`src/rtl/decode_stage.sv`:
```
// Decode stage: splits the IF_ID word, reads a 32x32 register file with writeback
// bypass, detects load-use hazards and registers the decoded result into ID_EX.
module decode_stage #(
   parameter int         NUM_REGS = 32,
   parameter logic [5:0] OP_RTYPE = 6'h00,
   parameter logic [5:0] OP_ADDI  = 6'h08,
   parameter logic [5:0] OP_LW    = 6'h23,
   parameter logic [5:0] OP_SW    = 6'h2B,
   parameter logic [5:0] OP_BEQ   = 6'h04
) (
   input  logic        clock,
   input  logic        reset,
   input  logic [63:0] IF_ID,
   input  logic        if_valid,
   input  logic        ex_stall,
   input  logic        wb_en,
   input  logic [4:0]  wb_addr,
   input  logic [31:0] wb_data,
   output logic        stall_fetch,
   output logic        id_ex_valid,
   output logic [31:0] id_ex_pc,
   output logic [5:0]  id_ex_opcode,
   output logic [31:0] id_ex_rs_data,
   output logic [31:0] id_ex_rt_data,
   output logic [31:0] id_ex_imm,
   output logic [4:0]  id_ex_dest,
   output logic        id_ex_reg_write,
   output logic        id_ex_mem_read,
   output logic        id_ex_mem_write,
   output logic        id_ex_illegal
);

   // Handshake: an instruction in IF_ID is consumed on a posedge only when if_valid=1
   // and stall_fetch=0; while stall_fetch=1 fetch holds pc/IF_ID. ID_EX is offered to
   // execute with id_ex_valid and is frozen for every cycle that ex_stall=1.

   typedef struct packed {
      logic        valid;
      logic [31:0] pc;
      logic [5:0]  opcode;
      logic [31:0] rs_data;
      logic [31:0] rt_data;
      logic [31:0] imm;
      logic [4:0]  dest;
      logic        reg_write;
      logic        mem_read;
      logic        mem_write;
      logic        illegal;
   } id_ex_t;

   logic [31:0] regs_q [NUM_REGS];
   id_ex_t      id_ex_q, id_ex_d, dec;

   logic [31:0] pc;
   logic [31:0] instr;
   logic [5:0]  op;
   logic [4:0]  rs, rt, rd;
   logic [15:0] imm16;
   logic [31:0] rs_val, rt_val;
   logic        uses_rt;
   logic        hazard;

   assign pc    = IF_ID[63:32];
   assign instr = IF_ID[31:0];
   assign op    = instr[31:26];
   assign rs    = instr[25:21];
   assign rt    = instr[20:16];
   assign rd    = instr[15:11];
   assign imm16 = instr[15:0];

   // r0 is hard-wired; a same-cycle writeback is forwarded so decode never sees stale data.
   assign rs_val = (rs == 5'd0) ? 32'd0 :
                   (wb_en && wb_addr == rs) ? wb_data : regs_q[rs];
   assign rt_val = (rt == 5'd0) ? 32'd0 :
                   (wb_en && wb_addr == rt) ? wb_data : regs_q[rt];

   assign uses_rt = (op == OP_RTYPE) || (op == OP_SW) || (op == OP_BEQ);

   assign hazard = if_valid && id_ex_q.valid && id_ex_q.mem_read &&
                   (id_ex_q.dest != 5'd0) &&
                   ((id_ex_q.dest == rs) || (uses_rt && id_ex_q.dest == rt));

   assign stall_fetch = ex_stall || hazard;

   always_comb begin
      dec           = '0;
      dec.valid     = 1'b1;
      dec.pc        = pc;
      dec.opcode    = op;
      dec.rs_data   = rs_val;
      dec.rt_data   = rt_val;
      dec.imm       = {{16{imm16[15]}}, imm16};
      case (op)
         OP_RTYPE: begin
            dec.dest      = rd;
            dec.reg_write = 1'b1;
         end
         OP_ADDI: begin
            dec.dest      = rt;
            dec.reg_write = 1'b1;
         end
         OP_LW: begin
            dec.dest      = rt;
            dec.reg_write = 1'b1;
            dec.mem_read  = 1'b1;
         end
         OP_SW:   dec.mem_write = 1'b1;
         OP_BEQ:  ;
         default: dec.illegal = 1'b1;
      endcase
   end

   // Bubbles clear the whole ID_EX word so nothing stale leaks into execute.
   always_comb begin
      id_ex_d = id_ex_q;
      if (ex_stall)
         id_ex_d = id_ex_q;
      else if (hazard || !if_valid)
         id_ex_d = '0;
      else
         id_ex_d = dec;
   end

   always_ff @(posedge clock or posedge reset) begin
      if (reset) begin
         id_ex_q <= '0;
         for (int i = 0; i < NUM_REGS; i++)
            regs_q[i] <= '0;
      end else begin
         id_ex_q <= id_ex_d;
         if (wb_en && wb_addr != 5'd0)
            regs_q[wb_addr] <= wb_data;
      end
   end

   assign id_ex_valid     = id_ex_q.valid;
   assign id_ex_pc        = id_ex_q.pc;
   assign id_ex_opcode    = id_ex_q.opcode;
   assign id_ex_rs_data   = id_ex_q.rs_data;
   assign id_ex_rt_data   = id_ex_q.rt_data;
   assign id_ex_imm       = id_ex_q.imm;
   assign id_ex_dest      = id_ex_q.dest;
   assign id_ex_reg_write = id_ex_q.reg_write;
   assign id_ex_mem_read  = id_ex_q.mem_read;
   assign id_ex_mem_write = id_ex_q.mem_write;
   assign id_ex_illegal   = id_ex_q.illegal;

endmodule

```
`config.mk`:
```
export PLATFORM = sky130hd
export DESIGN_NAME = decode_stage
export DESIGN_NICKNAME = d
export VERILOG_FILES = /design/src/rtl/decode_stage.sv
export SDC_FILE = /design/constraint.sdc
export NUM_CORES = 2
export LEC_CHECK = 0
export CAP_MARGIN = 0
export CORE_ASPECT_RATIO = 0.75
export CORE_UTILIZATION = 23
export DETAILED_ROUTE_END_ITERATION = 8
export HOLD_SLACK_MARGIN = 0.12
export PLACE_DENSITY = 0.37
export SLEW_MARGIN = 20
export SYNTH_ARGS = -nofsm -noshare
export SYNTH_HDL_FRONTEND = slang
export SYNTH_SLANG_ARGS = --single-unit
export TNS_END_PERCENT = 30
```
`constraint.sdc`:
```
create_clock -name clock -period 47.2 [get_ports clock]
set_clock_uncertainty 0.15 [all_clocks]
set_input_delay 7.08 -clock clock [delete_from_list [all_inputs] [get_ports clock]]
set_output_delay 7.08 -clock clock [all_outputs]
set_load 0.05 [all_outputs]
```
# After elaboration in Yosys (flattened, before gate mapping)
# Cells that the tools add are included.
# op_classes
add_sub_neg	0
multipliers	0
n_div	0
order_cmp	4
n_eq_ne	8
shifts	0
muxes	18
n_bitwise	3
n_reduce_logical	22
# op_table
cell	n
$bwmux W1024	1
$bmux W32 S5	2
$mux W32	9
$demux W32 S5	1
$mux W144	1
$eq A5 B5 Y1	4
$ge A6 B6 Y1 const B	3
$not A5 Y6	3
$eq A6 B6 Y1 const B	2
$pmux W6 S2	1
$logic_not A5 Y1	2
$reduce_bool A5 Y1	2
$logic_and A1 B1 Y1	9
$eq A6 B3 Y1 const B	1
$eq A6 B4 Y1 const B	1
$logic_not A6 Y1	1
$lt A6 B1 Y1 const B	1
$logic_or A1 B1 Y1	5
$reduce_or A5 Y1	1
$mux W1	3
$reduce_or A2 Y1	1
$logic_not A1 Y1	1
# totals
ff_bits	1168
latch_bits	0
ram_bits	0
romBits	0
in_bits	106
output_inout_bits	145
n_memories	0

# Longest topological paths before layout
# depth
depth_word	8
mapped_depth	10
mapped_depth_nobuf	5

# Worst setup path before layout
# Ideal clock, no wire load.
# synth_timing
path_kind	input to output
from	input IF_ID[26]
to	output stall_fetch
arrival_time_ps	8398
required_ps	39970
path_slack_ps	31572
path_stages	4
path_cell_list	or4_4 > o22ai_4 > nand4_4 > nand3b_1
# synth_between
elab_chain_cells	7
elab_cells_between_ends	9
cone_classes	eq/ne: 2; reduce/logical: 7
# synth_rtl
element	line	rtl
start: declaration	13	input logic [63:0] IF_ID,
$eq A6 B6 Y1 or $logic_not A6 Y1 (tied branches)	77	assign uses_rt = (op == OP_RTYPE) || (op == OP_SW) || (op == OP_BEQ);
$logic_or A1 B1 Y1	77	
$logic_or A1 B1 Y1 *	77	
$logic_and A1 B1 Y1 *	81	((id_ex_q.dest == rs) || (uses_rt && id_ex_q.dest == rt));
$logic_or A1 B1 Y1 *	81	
$logic_and A1 B1 Y1 *	80	(id_ex_q.dest != 5'd0) &&
$logic_or A1 B1 Y1 *	83	assign stall_fetch = ex_stall || hazard;
end: declaration	19	output logic stall_fetch,
# Mark *: on every way between the ends. The rest lies on a longest branch, timed or not.

# Final worst setup path
# layout_timing
from	input IF_ID[25]
to	output stall_fetch
# layout_between
elab_chain_cells	4
# layout_rtl
element	line
$eq A5 B5 Y1	81
$logic_or A1 B1 Y1	81
$logic_and A1 B1 Y1	80
$logic_or A1 B1 Y1	83
# No other way between the ends.

==> flow_summary_export.csv <==
group,metric,value,unit
timing,min_period,17.06,ns
logic_synthesis,netlist_area,59310,µm²
cts,cts_hold_buf,0,
cts,postCtsSetupBuffers,0,
timing,max_freq,58.63,MHz
routing,ant_nets,0,
die,initial_utilization,0.2313,
critical_path,ff2ff_setup_slack,44.04,ns
timing,rsz0062_at_grt,"no",
timing,tightest_slew,1.175,ns
logic_synthesis,synthDistinctLibCells,56,
global_routing,grt_usage,0.1874,
logic_synthesis,syn_area_per_cell,12.13,µm²
routing,wirelength,245.8,mm
placed_design,place_hpwl,145.6,mm
power,power_density,42.46,nW/µm²
placed_design,port_buffers,250,
placed_design,place_area,65060,µm²
cells_and_area,final-instance-count-excl-fill,8418,
global_routing,grt_overflow_total,0,
die,die_x,588.4,µm
critical_path,r2r_cells,6,
cts,cts.repair.resized,0,
global_routing,grt_pass1_wl,350.7,mm
die,io_pins,251,
outcome,outcome,"finished clean",
timing,drv_slew,0,
critical_path,rr_startpoint,"id_ex_dest[4]",
power,cellLeakagePower,29.23,nW
die,die_h,441.8,µm
logic_synthesis,ys_async_sr_fraction,1.000,
timing,tns,0,ns
cts,clk_pin_slew,0.05,ns
routing,drtIter0Drc,3123,
timing,relSlewSlack,0.2142,
cts,numClockSinks,1152,
routing,wl_per_cell,29.20,µm
worst_hold_path,min_path_cells,0,
routing,num_vias,41620,
cts,clock_path_buffers,4,
cells_and_area,layout-drive-gt1-share,0.2992,
cells_and_area,syn2layout_area_growth,17.12,%
logic_synthesis,synth_edf_count,0,
cells_and_area,finish.utilization,0.2709,
global_routing,first_global_vias,43040,
cells_and_area,stdcell_area,69460,µm²
worst_hold_path,hold-path-endpoint,"regs_q[996]",
job,maxCapViolCount,0,
routing,first_pass_iters,5,
logic_synthesis,ys.warnings.count,0,
routing,drc,0,
cells_and_area,final_cell_mix,"dfrtp_1, mux2_2, nand2_1, o21ai_0, mux4_2",
logic_synthesis,ys_ff_latch,1152,
die,rows,161,
critical_path,worstSetupPathType,"input port to output pin",
global_routing,antenna_found_initial,16,
placed_design,placed_cells,8181,
global_routing,grt_max_degree,140,
cells_and_area,n_fill_cell,26410,
logic_synthesis,synth_nets,4995,
cts,htree_levels,4,
timing,setup-violations-final,0,
die,core,256400,µm²
critical_path,endpoint_kind,"output pin",
placed_design,gp_congestion,0.7601,
routing,vias_per_cell,4.944,
worst_hold_path,min_from,"regs_q[996]",
critical_path,required,39.97,ns
timing,finalHoldViolations,0,
cts,clkLatencyLatePin,0.81,ns
cts,root_buffer,"clkbuf_16",
critical_path,cp_data_arrival_time,9.83,ns
logic_synthesis,synth_cells,4889,
cts,tritoncts.num_buffers,143,
timing,post-route-period-util,0.3613,
critical_path,r2r-end,"id_ex_rs_data[25]",
logic_synthesis,ys.flop_type,"dfrtp_1",
logic_synthesis,ys_seq_area_frac,0.4861,
critical_path,critPathLaunchType,"input port",
cells_and_area,mostFrequentLayoutCell,"dfrtp_1",
power,vdd_drop_max,0.02074,mV
worst_hold_path,min_path_type,"register to register",
cts,cts_tree,"yes",
critical_path,crit_path_max_fanout,34,
die,dieArea,259900,µm²
cells_and_area,layout.nets,5009,
==> state kept, by name, summed over array words and instances, names as in the netlist <==
name and count:
regs_q 1024, id_ex_pc 32, id_ex_rs_data 32, id_ex_rt_data 32
id_ex_imm 16, id_ex_opcode 6, id_ex_dest 5, id_ex_illegal 1
id_ex_mem_read 1, id_ex_mem_write 1, id_ex_reg_write 1, id_ex_valid 1
==> per-layer routing <==
metal | vias to the layer above | share of wire | wire [µm] | track usage
met4 | 2 | 0.022 | 5324 | 0.04006
met5 | - | 0.000053 | 13 | 0
met2 | 963 | 0.45 | 111800 | 0.2932
li1 | 18070 | - | - | -
met1 | 22300 | 0.48 | 119000 | 0.2760
met3 | 288 | 0.040 | 9731 | 0.02197
==> synth_stat cells, drive strengths merged, types with 29 or more instances <==
| master | n | share of area |
|---|---|---|
| nor4 | 45 | 0.0047 |
| nand2 | 604 | 0.038 |
| o22ai | 87 | 0.0094 |
| inv | 55 | 0.0035 |
| buf | 225 | 0.023 |
| mux2i | 152 | 0.026 |
| mux2 | 778 | 0.15 |
| clkbuf | 285 | 0.018 |
| dfrtp | 1152 | 0.49 |
| mux4 | 321 | 0.12 |
| nor2 | 141 | 0.0089 |
| a22oi | 45 | 0.0057 |
| a22o | 54 | 0.0080 |
| nor3 | 29 | 0.0024 |
| nor2b | 50 | 0.0053 |
| o21ai | 519 | 0.044 |
| o221ai | 128 | 0.019 |
==> power by group <==
group	switching [mW]	total, mW	leakage, nW	internal [mW]
sequential	0.135	1.29	14.9	1.16
combinational	0.279	0.566	12.2	0.287
clock	0.460	1.09	2.15	0.629
==> stage by stage <==
stage | power, mW | setup WS (ns) | hold slack [ns]
floorplan | 1.690 | 7.524 | 0.2913
global placement | 1.870 | 30.11 | 0.2263
detailed placement | 1.880 | 30.14 | 0.2333
CTS | 2.986 | 30.14 | 0.2470
global route | 3.093 | 30.10 | 0.2618
finish | 2.949 | 30.14 | 0.2427
==> final cells by class <==
type                            count  area [µm²]  area share
Tap cell                         3423        4283     0.06166
Antenna cell                        2       5.005  0.00007205
Timing Repair Buffer              379        3595     0.05175
Clock buffer                      210        4114     0.05923
Clock inverter                     25       280.3    0.004035
Sequential cell                  1152       28830      0.4150
Inverter                           55       214.0    0.003080
Multi-Input combinational cell   3172       28140      0.4052
==> cells by family (layout without fill, tap and decap cells) <==
family                    after synthesis  in the layout  share of synthesized area
buffers and inverters                 565            669                    0.04424
muxes                                1251           1251                     0.2953
AOI/OAI and AO/OA                     945            945                     0.1011
other                                   0              2                          0
DFF                                  1152           1152                     0.4861
and+or+nand+nor                       956            956                    0.07036
xor gates and xnor gates               20             20                   0.002953
==> worst max-delay path by stage <==
stage / startpoint / to / slack (ns) / cells past startpoint
3_3_place_gp: IF_ID[25] / stall_fetch / 30.11 / 7
4_1_cts: IF_ID[25] / stall_fetch / 30.14 / 7
5_1_grt: IF_ID[25] / stall_fetch / 30.10 / 7
3_5_place_dp: IF_ID[25] / stall_fetch / 30.14 / 7
2_1_floorplan: reset / id_ex_dest[0] / 7.52 / 1
6_report: IF_ID[25] / stall_fetch / 30.14 / 7
==> critical path, cell delays in order <==
cell and delay, ns:
buf_2 0.08, buf_4 0.60, xor2_1 0.20, nor3_1 0.29, nand4_1 0.44, nand3b_1 0.24, clkdlybuf4s50_1 0.88
(Power assumes the default switching activity.)
